==> src/rtl/spgd_pkg.sv <==
// Shared SPGD control definitions: measurement-sequencer state encoding and
// default datapath widths.
package spgd_pkg;

    localparam int FP_WIDTH_DEF = 64;
    localparam int SEQ_STATE_W  = 3;

    typedef enum logic [SEQ_STATE_W-1:0] {
        ST_IDLE   = 3'd0,
        ST_SETTLE = 3'd1,
        ST_CONV   = 3'd2,
        ST_WAIT   = 3'd3,
        ST_DONE   = 3'd4
    } seq_state_t;

endpackage

==> src/rtl/spgd_down_cnt.sv <==
// Loadable down-counter with a zero flag; saturates at zero and holds there
// until the next load.
module spgd_down_cnt #(
    parameter int W = 16
) (
    input  logic         clk,
    input  logic         rst_n,
    input  logic         load,
    input  logic [W-1:0] load_val,
    output logic         zero
);

    logic [W-1:0] cnt;

    always_ff @(posedge clk or negedge rst_n) begin
        if (!rst_n) begin
            cnt <= '0;
        end else if (load) begin
            cnt <= load_val;
        end else if (cnt != '0) begin
            cnt <= cnt - W'(1);
        end
    end

    assign zero = (cnt == '0);

endmodule

==> src/rtl/spgd_meas_seq.sv <==
// SPGD measurement sequencer: settle delay, 2^LOG2_AVG ADC conversions,
// truncated mean out as one J value, sticky timeout flag.
//
// state  | meaning
// IDLE   | waiting for meas_req
// SETTLE | DAC settle delay, settle_cyc cycles
// CONV   | single-cycle adc_en trigger
// WAIT   | waiting for adc_done, bounded by TIMEOUT_CYC
// DONE   | register the mean; j_valid follows next cycle
module spgd_meas_seq
    import spgd_pkg::*;
#(
    parameter int FP_WIDTH    = FP_WIDTH_DEF,
    parameter int LOG2_AVG    = 3,
    parameter int SETTLE_W    = 16,
    parameter int TIMEOUT_CYC = 1024
) (
    input  logic                   adc_clk,
    input  logic                   rst_n,
    input  logic                   meas_req,
    input  logic                   abort,
    input  logic [SETTLE_W-1:0]    settle_cyc,
    input  logic                   adc_done,
    input  logic [FP_WIDTH-1:0]    adc_in,
    output logic                   adc_en,
    output logic [FP_WIDTH-1:0]    j_out,
    output logic                   j_valid,
    output logic                   busy,
    output logic                   err,
    output logic [SEQ_STATE_W-1:0] seq_state
);

    localparam int ACC_W = FP_WIDTH + LOG2_AVG;
    localparam int SMP_W = LOG2_AVG + 1;
    localparam int TO_W  = $clog2(TIMEOUT_CYC + 1);
    localparam int CNT_W = (SETTLE_W > TO_W) ? SETTLE_W : TO_W;

    localparam logic [SMP_W-1:0] LAST_SMP = SMP_W'((1 << LOG2_AVG) - 1);
    localparam logic [CNT_W-1:0] TO_LOAD  = CNT_W'(TIMEOUT_CYC - 1);

    seq_state_t        state, state_nxt;
    logic [ACC_W-1:0]  acc;
    logic [SMP_W-1:0]  smp_cnt;

    logic              cnt_load;
    logic [CNT_W-1:0]  cnt_val;
    logic              cnt_zero;
    logic              acc_clr, acc_add, err_set, err_clr, j_load;

    // Counter is loaded with N-1 so the zero flag marks the last cycle of the phase.
    spgd_down_cnt #(.W(CNT_W)) u_cnt (
        .clk      (adc_clk),
        .rst_n    (rst_n),
        .load     (cnt_load),
        .load_val (cnt_val),
        .zero     (cnt_zero)
    );

    always_comb begin
        state_nxt = state;
        cnt_load  = 1'b0;
        cnt_val   = '0;
        acc_clr   = 1'b0;
        acc_add   = 1'b0;
        err_set   = 1'b0;
        err_clr   = 1'b0;
        j_load    = 1'b0;

        case (state)
            ST_IDLE: begin
                if (meas_req) begin
                    acc_clr  = 1'b1;
                    err_clr  = 1'b1;
                    cnt_load = 1'b1;
                    cnt_val  = CNT_W'(settle_cyc) - CNT_W'(1);
                    state_nxt = (settle_cyc == '0) ? ST_CONV : ST_SETTLE;
                end
            end
            ST_SETTLE: begin
                if (cnt_zero) state_nxt = ST_CONV;
            end
            ST_CONV: begin
                cnt_load  = 1'b1;
                cnt_val   = TO_LOAD;
                state_nxt = ST_WAIT;
            end
            ST_WAIT: begin
                if (adc_done) begin
                    acc_add   = 1'b1;
                    state_nxt = (smp_cnt == LAST_SMP) ? ST_DONE : ST_CONV;
                end else if (cnt_zero) begin
                    err_set   = 1'b1;
                    state_nxt = ST_IDLE;
                end
            end
            ST_DONE: begin
                j_load    = 1'b1;
                state_nxt = ST_IDLE;
            end
            default: state_nxt = ST_IDLE;
        endcase

        // Abort wins over everything; outputs and err stay as they are.
        if (abort) begin
            state_nxt = ST_IDLE;
            cnt_load  = 1'b0;
            acc_add   = 1'b0;
            err_set   = 1'b0;
            err_clr   = 1'b0;
            j_load    = 1'b0;
            acc_clr   = 1'b1;
        end
    end

    always_ff @(posedge adc_clk or negedge rst_n) begin
        if (!rst_n) begin
            state   <= ST_IDLE;
            adc_en  <= 1'b0;
            busy    <= 1'b0;
            j_out   <= '0;
            j_valid <= 1'b0;
            err     <= 1'b0;
            acc     <= '0;
            smp_cnt <= '0;
        end else begin
            state   <= state_nxt;
            adc_en  <= (state_nxt == ST_CONV);
            busy    <= (state_nxt != ST_IDLE);
            j_valid <= j_load;
            if (j_load) j_out <= FP_WIDTH'(acc >> LOG2_AVG);
            if (err_set)      err <= 1'b1;
            else if (err_clr) err <= 1'b0;
            if (acc_clr) begin
                acc     <= '0;
                smp_cnt <= '0;
            end else if (acc_add) begin
                acc     <= acc + ACC_W'(adc_in);
                smp_cnt <= smp_cnt + SMP_W'(1);
            end
        end
    end

    assign seq_state = state;

endmodule
==> config.mk <==
export PLATFORM = sky130hd
export DESIGN_NAME = spgd_meas_seq
export DESIGN_NICKNAME = d
export VERILOG_FILES = /design/src/rtl/spgd_pkg.sv /design/src/rtl/spgd_down_cnt.sv /design/src/rtl/spgd_meas_seq.sv
export SDC_FILE = /design/constraint.sdc
export NUM_CORES = 1
export LEC_CHECK = 0
export ABC_AREA = 1
export CAP_MARGIN = 0
export CELL_PAD_IN_SITES_DETAIL_PLACEMENT = 1
export CELL_PAD_IN_SITES_GLOBAL_PLACEMENT = 1
export CORE_ASPECT_RATIO = 1.1
export CORE_MARGIN = 2
export CORE_UTILIZATION = 36
export DETAILED_ROUTE_END_ITERATION = 7
export GPL_TIMING_DRIVEN = 0
export PLACE_DENSITY_LB_ADDON = 0.1
export SLEW_MARGIN = 20
export SYNTH_ARGS = -nofsm -noshare
export SYNTH_HDL_FRONTEND = slang
export SYNTH_SLANG_ARGS = --single-unit
==> constraint.sdc <==
create_clock -name adc_clk -period 2.1 [get_ports adc_clk]
set_clock_uncertainty 0.15 [all_clocks]
set_input_delay 0.42 -clock adc_clk [delete_from_list [all_inputs] [get_ports adc_clk]]
set_output_delay 0.42 -clock adc_clk [all_outputs]
set_load 0.02 [all_outputs]
* Word level (Yosys, flattened, before mapping)
Cells that the tools add are included.
Operators by class: $add $sub $neg 4, multiply operators 0, divide/modulo/power cells 0, $lt $le $gt $ge 0, equal/unequal tests 6, shift operators 0, mux-type cells 33, bitwise gates (word level) 0, reductions and logical operators 8
Operators by type and width (number):
- 67-bit 2-to-1 mux | 2
- 67-bit by 64-bit adder with 67-bit output | 1
- 16-bit 2-to-1 mux | 3
- 16-bit logical NOT | 2
- 16-bit one-hot mux with 2 select lines | 1
- 16-bit by 1-bit subtractor with 16-bit output, second input constant | 2
- 3-bit 2-to-1 mux | 6
- 1-bit 2-to-1 mux | 16
- 16-bit nonzero test | 1
- 3-bit one-hot mux with 4 select lines | 1
- 3-bit by 2-bit == test with 1-bit output, second input constant | 3
- 4-bit 2-to-1 mux | 2
- 2-bit nonzero test | 3
- 4-bit by 1-bit adder with 4-bit output, second input constant | 1
- 4-bit by 3-bit == test with 1-bit output, second input constant | 1
- 3-bit by 1-bit == test with 1-bit output, second input constant | 1
- 3-bit == test, second input constant | 1
- 3-bit logical NOT | 1
- 3-bit nonzero test | 1
- 2-bit 2-to-1 mux | 1
- 1-bit one-hot mux with 2 select lines | 1
Storage, ports and cells: bits in registers 158, latch bits 0, RAM bits 0, memory bits (read-only) 0, bits of input ports 85, output and inout bits 71, logic and storage cells 60, memories kept 0

* Depth between registers and ports, before layout
depth in word-level cells 6, mapped depth 17, depth with buffers taken out 17

* Modules after synthesis
A second synthesis with hierarchy kept.
Unflattened totals: cells, all modules 1878, area, all modules 12131.6 µm²
Modules (own cells, without submodules):
- spgd_meas_seq | times used 1, cells each 1711, area an instance 10946.7 µm², sequential area each 3553.4 µm²
- spgd_down_cnt | times used 1, cells each 167, area an instance 1184.9 µm², sequential area each 400.4 µm²

* Worst setup path after synthesis
No wires, ideal clock.
kind input-to-reg, start input adc_in[0], end register acc[64], library setup time 0.117 ns, arrival 1.944 ns, data required time 1.833 ns, setup slack -0.110 ns, cell stages on the path 16, path buffers 0, path through ha_1 -> fa_1 -> nand3_1 -> nand3_2 -> nand2_1 -> nand2_2 -> nand2_1 -> nand2_1 -> nand2_1 -> nand2_2 -> nand2_1 -> nand2_1 -> nand2_1 -> nand2_1 -> nand2_1 -> nor2_1
Between the ends: longest elaborated chain between the ends 3
RTL lines:
- start: declaration | line spgd_meas_seq.sv:24 | input logic [FP_WIDTH-1:0] adc_in,
- 67-bit by 64-bit adder with 67-bit output | line spgd_meas_seq.sv:137 | acc <= acc + ACC_W'(adc_in);
- 67-bit 2-to-1 mux | line spgd_meas_seq.sv:136 | end else if (acc_add) begin
- 67-bit 2-to-1 mux | line spgd_meas_seq.sv:133 | if (acc_clr) begin
- end signal: assignment | line spgd_meas_seq.sv:137
- end: declaration | line spgd_meas_seq.sv:42 | logic [ACC_W-1:0] acc;
Every way passes these cells. The select of a mux whose other input is x is not followed. A chain may end at the register's enable or synchronous reset.

* Worst setup path in the final report
start register acc[12], end register acc[39]
Between the ends: longest elaborated chain between the ends 3
RTL lines (line):
- 67-bit by 64-bit adder with 67-bit output | spgd_meas_seq.sv:137
- 67-bit 2-to-1 mux | spgd_meas_seq.sv:136
- 67-bit 2-to-1 mux | spgd_meas_seq.sv:133
Every way passes these cells. The select of a mux whose other input is x is not followed.

==> metrics.cfg <==
[status]
run_status = complete, but fails checks
failed_checks = negative setup slack

[floorplanning]
ios = 156
die_w_microns = 180
row_count = 70
fp.dieArea_sq_um = 35600
coreArea_sq_um = 33500
die_h_microns = 198
initial_core_util_pct = 36.7

[placed_design]
io_buffers = 155
place_congestion = 0.923
dpl.hpwl_microns = 38900

[yosys]
avgSynthCellArea_sq_um = 6.46
synthFlopType = dfrtp_1
synth_top_family_by_area = simple AND/OR/NAND/NOR gates
yosysWarnings = 0
synth_xor_area_share_pct = 1.07
synth.distinct_cells = 50
netlist_area_sq_um = 12300
synthSimpleGateAreaFrac_pct = 33.6
synth_cells = 1898
async_flop_share_pct = 100
synth.area.mux_share_pct = 0
synth-compound-area-share_pct = 14.8
ys_seq_elements = 158
synth-edff-count = 0
ys_seq_area_share_pct = 32.2
synthAdderAreaFrac_pct = 7.20
synth_nets = 2053

[sta]
finalWorstSetupSlack_ns = -0.483
final_hold_viol_count = 0
fin_crit_sh_pct = 123
report.final.slew_viol_count = 0
setup_viol = 59
fmax_ghz = 0.387
worst_slew_pin_slew_ns = 0.669
max-slew-margin-rel_pct = 55.4
fin_hold_ws_ns = 0.308
grt_setup_unrepaired = yes
min_period_ns = 2.58

[cells_and_area]
nFillCells = 4028
layout-drive-gt1-share_pct = 35.8
utilization_pct = 58.3
nets = 2359
area_delta_synth_final_pct = 59.0

[clock_tree]
clk_pin_slew_ns = 0.08
clk_path_buf_depth = 2
clock-root-buffer = clkbuf_16
cts_max_level = 4
cts_tree = done
clock_latency_ns = 0.48
numCtsBuffers = 17
clock_sinks = 158

[setup_path]
path_common_cell = nand2_1
startpoint_type = register
crit_path_end_kind = register
crit_path_top_delay_cell = dfrtp_1
crit_arrival_ns = 2.81
path_class = register to register
cp-startpoint = acc[12]$_DFFE_PN0P_
crit_chain = ha_4, buf_4, a21oi_4, o21ai_2, inv_1, nand2_1, nand2_1, nand3b_1, nand2_1, nand2_2, nand2_1, nand2_1, o21ai_1
crit_buf_inv = 2
timing.rr.start = acc[12]$_DFFE_PN0P_
crit_family = simple AND/OR/NAND/NOR gates
crit_fanout = 5
crit_required_ns = 2.33
max_stage_delay_ns = 0.45

[power_and_ir_drop]
combPwrFrac_pct = 18.3
p_switching_w = 0.00241
internal_power_w = 0.00565
powerDensity_nw_per_um2 = 413
power_leakage_nw = 9.51
power_frac_seq_pct = 39.9
switching_share_pct = 29.9
pwr-share-clk_pct = 41.7
peakVddDrop_v = 0.000537

[hold_path]
min_path_type = input port to asynchronous set/reset pin

[routing]
routedWlPerCell_microns = 22.7
drt_iter0_drc = 718
firstDrtPassIters = 5
vias = 14400
drc = 0
wl_microns = 60100
detail-route-antenna-nets = 0
avgViaCountPerCell = 5.42

[grt]
antenna_found_initial = 3
grt_max_degree = 93
grt_pass1_wl_microns = 84200
grt-ovfl-total = 0
grtUsageTotal_pct = 30.8
grt_pass1_vias = 14800

[job]
cap_violations = 0

[what timing repair did]
action | 4_1_cts | 5_1_grt
hold endpoints to repair | 66 | 0
buffers inserted | 85 | 53
pin swaps | 176 | 139
gates cloned | 0 | 0
endpoints found under the setup margin | 126 | 96
hold buffers | 1 | 0
gates resized for setup | 644 | 246
[flip-flops by register name, indices dropped and copies added (netlist names)]
register   count
smp_cnt        4
err            1
adc_en         1
j_valid        1
busy           1
u_cnt.cnt     16
seq_state      3
acc           67
j_out         64
[cell type report]
class / count / area, sq um / share of cell area (%)
repair buffers: 287 / 2730 / 14.0
diodes: 2 / 5.00 / 0.0257
plain buffers: 29 / 180 / 0.923
inverters: 321 / 1220 / 6.25
clock inverters: 9 / 136 / 0.699
well taps: 432 / 541 / 2.77
flip-flops and latches: 158 / 3960 / 20.3
multi-input cells: 1390 / 10300 / 52.7
clock buffers: 21 / 460 / 2.36
[Yosys cell counts, types with 2 or more instances]
master    instances  area (sq um)
nor4_1            3          18.8
o21ai_1          15          75.1
inv_1           300          1130
xor2_1            9          78.8
nand2_2          20           125
a221oi_2          2          30.0
nor3_2            7          70.1
nand4_1           5          31.3
buf_2            14          70.1
nor2_2           16           100
nand2_1         615          2310
a31oi_1           2          12.5
inv_2            21          78.8
or2_2             3          18.8
xnor2_1           6          52.6
o22ai_1          10          62.6
nand3b_1         12          90.1
buf_6             2          22.5
o21ai_2           2          17.5
clkbuf_1          8          30.0
a21oi_1         124           621
a22o_1            3          26.3
nand3_2           2          20.0
a21oi_2           8          70.1
o21bai_1         12          90.1
buf_4             5          37.5
ha_1             69           863
nor2_1          173           649
nor3_1           16          80.1
a311oi_1          2          17.5
and2_1            4          25.0
nand3_1          83           415
o21ai_0         141           706
and3_1            2          12.5
nor2_4           10           113
dfrtp_1         158          3950
[cell usage in the layout (no fill, tap or decap), drive strengths merged, types with 2 or more instances in the layout]
master | Yosys | layout
o21ai | 158 | 158
dlygate4sd2 | 0 | 35
o22ai | 10 | 10
nor4 | 4 | 4
dlymetal6s2s | 0 | 4
a31oi | 2 | 2
a22o | 3 | 3
nand4 | 5 | 5
buf | 21 | 152
o21bai | 13 | 13
ha | 69 | 69
and3 | 2 | 2
clkinvlp | 0 | 2
nor2 | 199 | 199
diode | 0 | 2
bufinv | 0 | 3
xnor2 | 6 | 6
or2 | 4 | 4
a221oi | 2 | 2
nor3 | 23 | 23
xor2 | 9 | 9
nand3 | 85 | 85
and2 | 4 | 4
clkinv | 0 | 3
nand2 | 636 | 636
a311oi | 3 | 3
inv | 321 | 322
clkdlybuf4s50 | 0 | 115
clkbuf | 8 | 30
nand3b | 13 | 13
dfrtp | 158 | 158
a21oi | 133 | 133
[cell families (layout without fill, tap and decap cells)]
family,Yosys count,after routing
flip-flops,158,158
AO/OA/AOI/OAI,329,329
buffers and inverters,350,667
AND/OR/NAND/NOR,976,976
other,0,2
adder cells (fa/ha/maj),70,70
XOR/XNOR,15,15
[per-stage QoR]
stage	total power, W	cells	cell area [sq um]	setup WS [ns]	TNS, ns
CTS	0.00789	2601	18200	-0.231	-4.54
global route	0.00829	2647	19500	-0.513	-17.35
floorplan	0.00385	1898	12300	0.000979	0
detailed placement	0.00433	2486	14400	-1.16	-97.55
global placement	0.00430	2485	14400	-6.38	-1095.89
finish	0.00805	2649	19500	-0.483	-13.84
[power by group through the flow]
stage | Clock [W] | Sequential [W] | Combinational [W]
6_report | 0.00336 | 0.00322 | 0.00148
3_5_place_dp | 0 | 0.00327 | 0.00107
4_1_cts | 0.00335 | 0.00321 | 0.00132
5_1_grt | 0.00348 | 0.00323 | 0.00159
3_3_place_gp | 0 | 0.00327 | 0.00103
2_1_floorplan | 0 | 0.00326 | 0.000593
[final timing paths]
| kind | slack [ns] | endpoint | cells after the start |
|---|---|---|---|
| min in group adc_clk | 0.34 | j_out[53]$_DFFE_PN0P_ | 2 |
| setup / recovery | -0.48 | acc[39]$_DFFE_PN0P_ | 13 |
| max in group asynchronous | 0.55 | seq_state[0]$_DFF_PN0_ | 3 |
| hold reg to reg | 0.34 | j_out[53]$_DFFE_PN0P_ | 2 |
| setup reg to reg | -0.48 | acc[39]$_DFFE_PN0P_ | 13 |
| hold / removal | 0.31 | acc[13]$_DFFE_PN0P_ | 2 |
[metal layers]
metal | global-route usage, % | share of wire (%) | vias to the layer above
met5 | 0 | 0 | -
met4 | 10.3 | 3.8 | 0
met3 | 5.16 | 4.3 | 135
met2 | 53.7 | 49 | 424
met1 | 38.7 | 42 | 7195
li1 | - | - | 6609
Power figures use the tool's default switching activity.
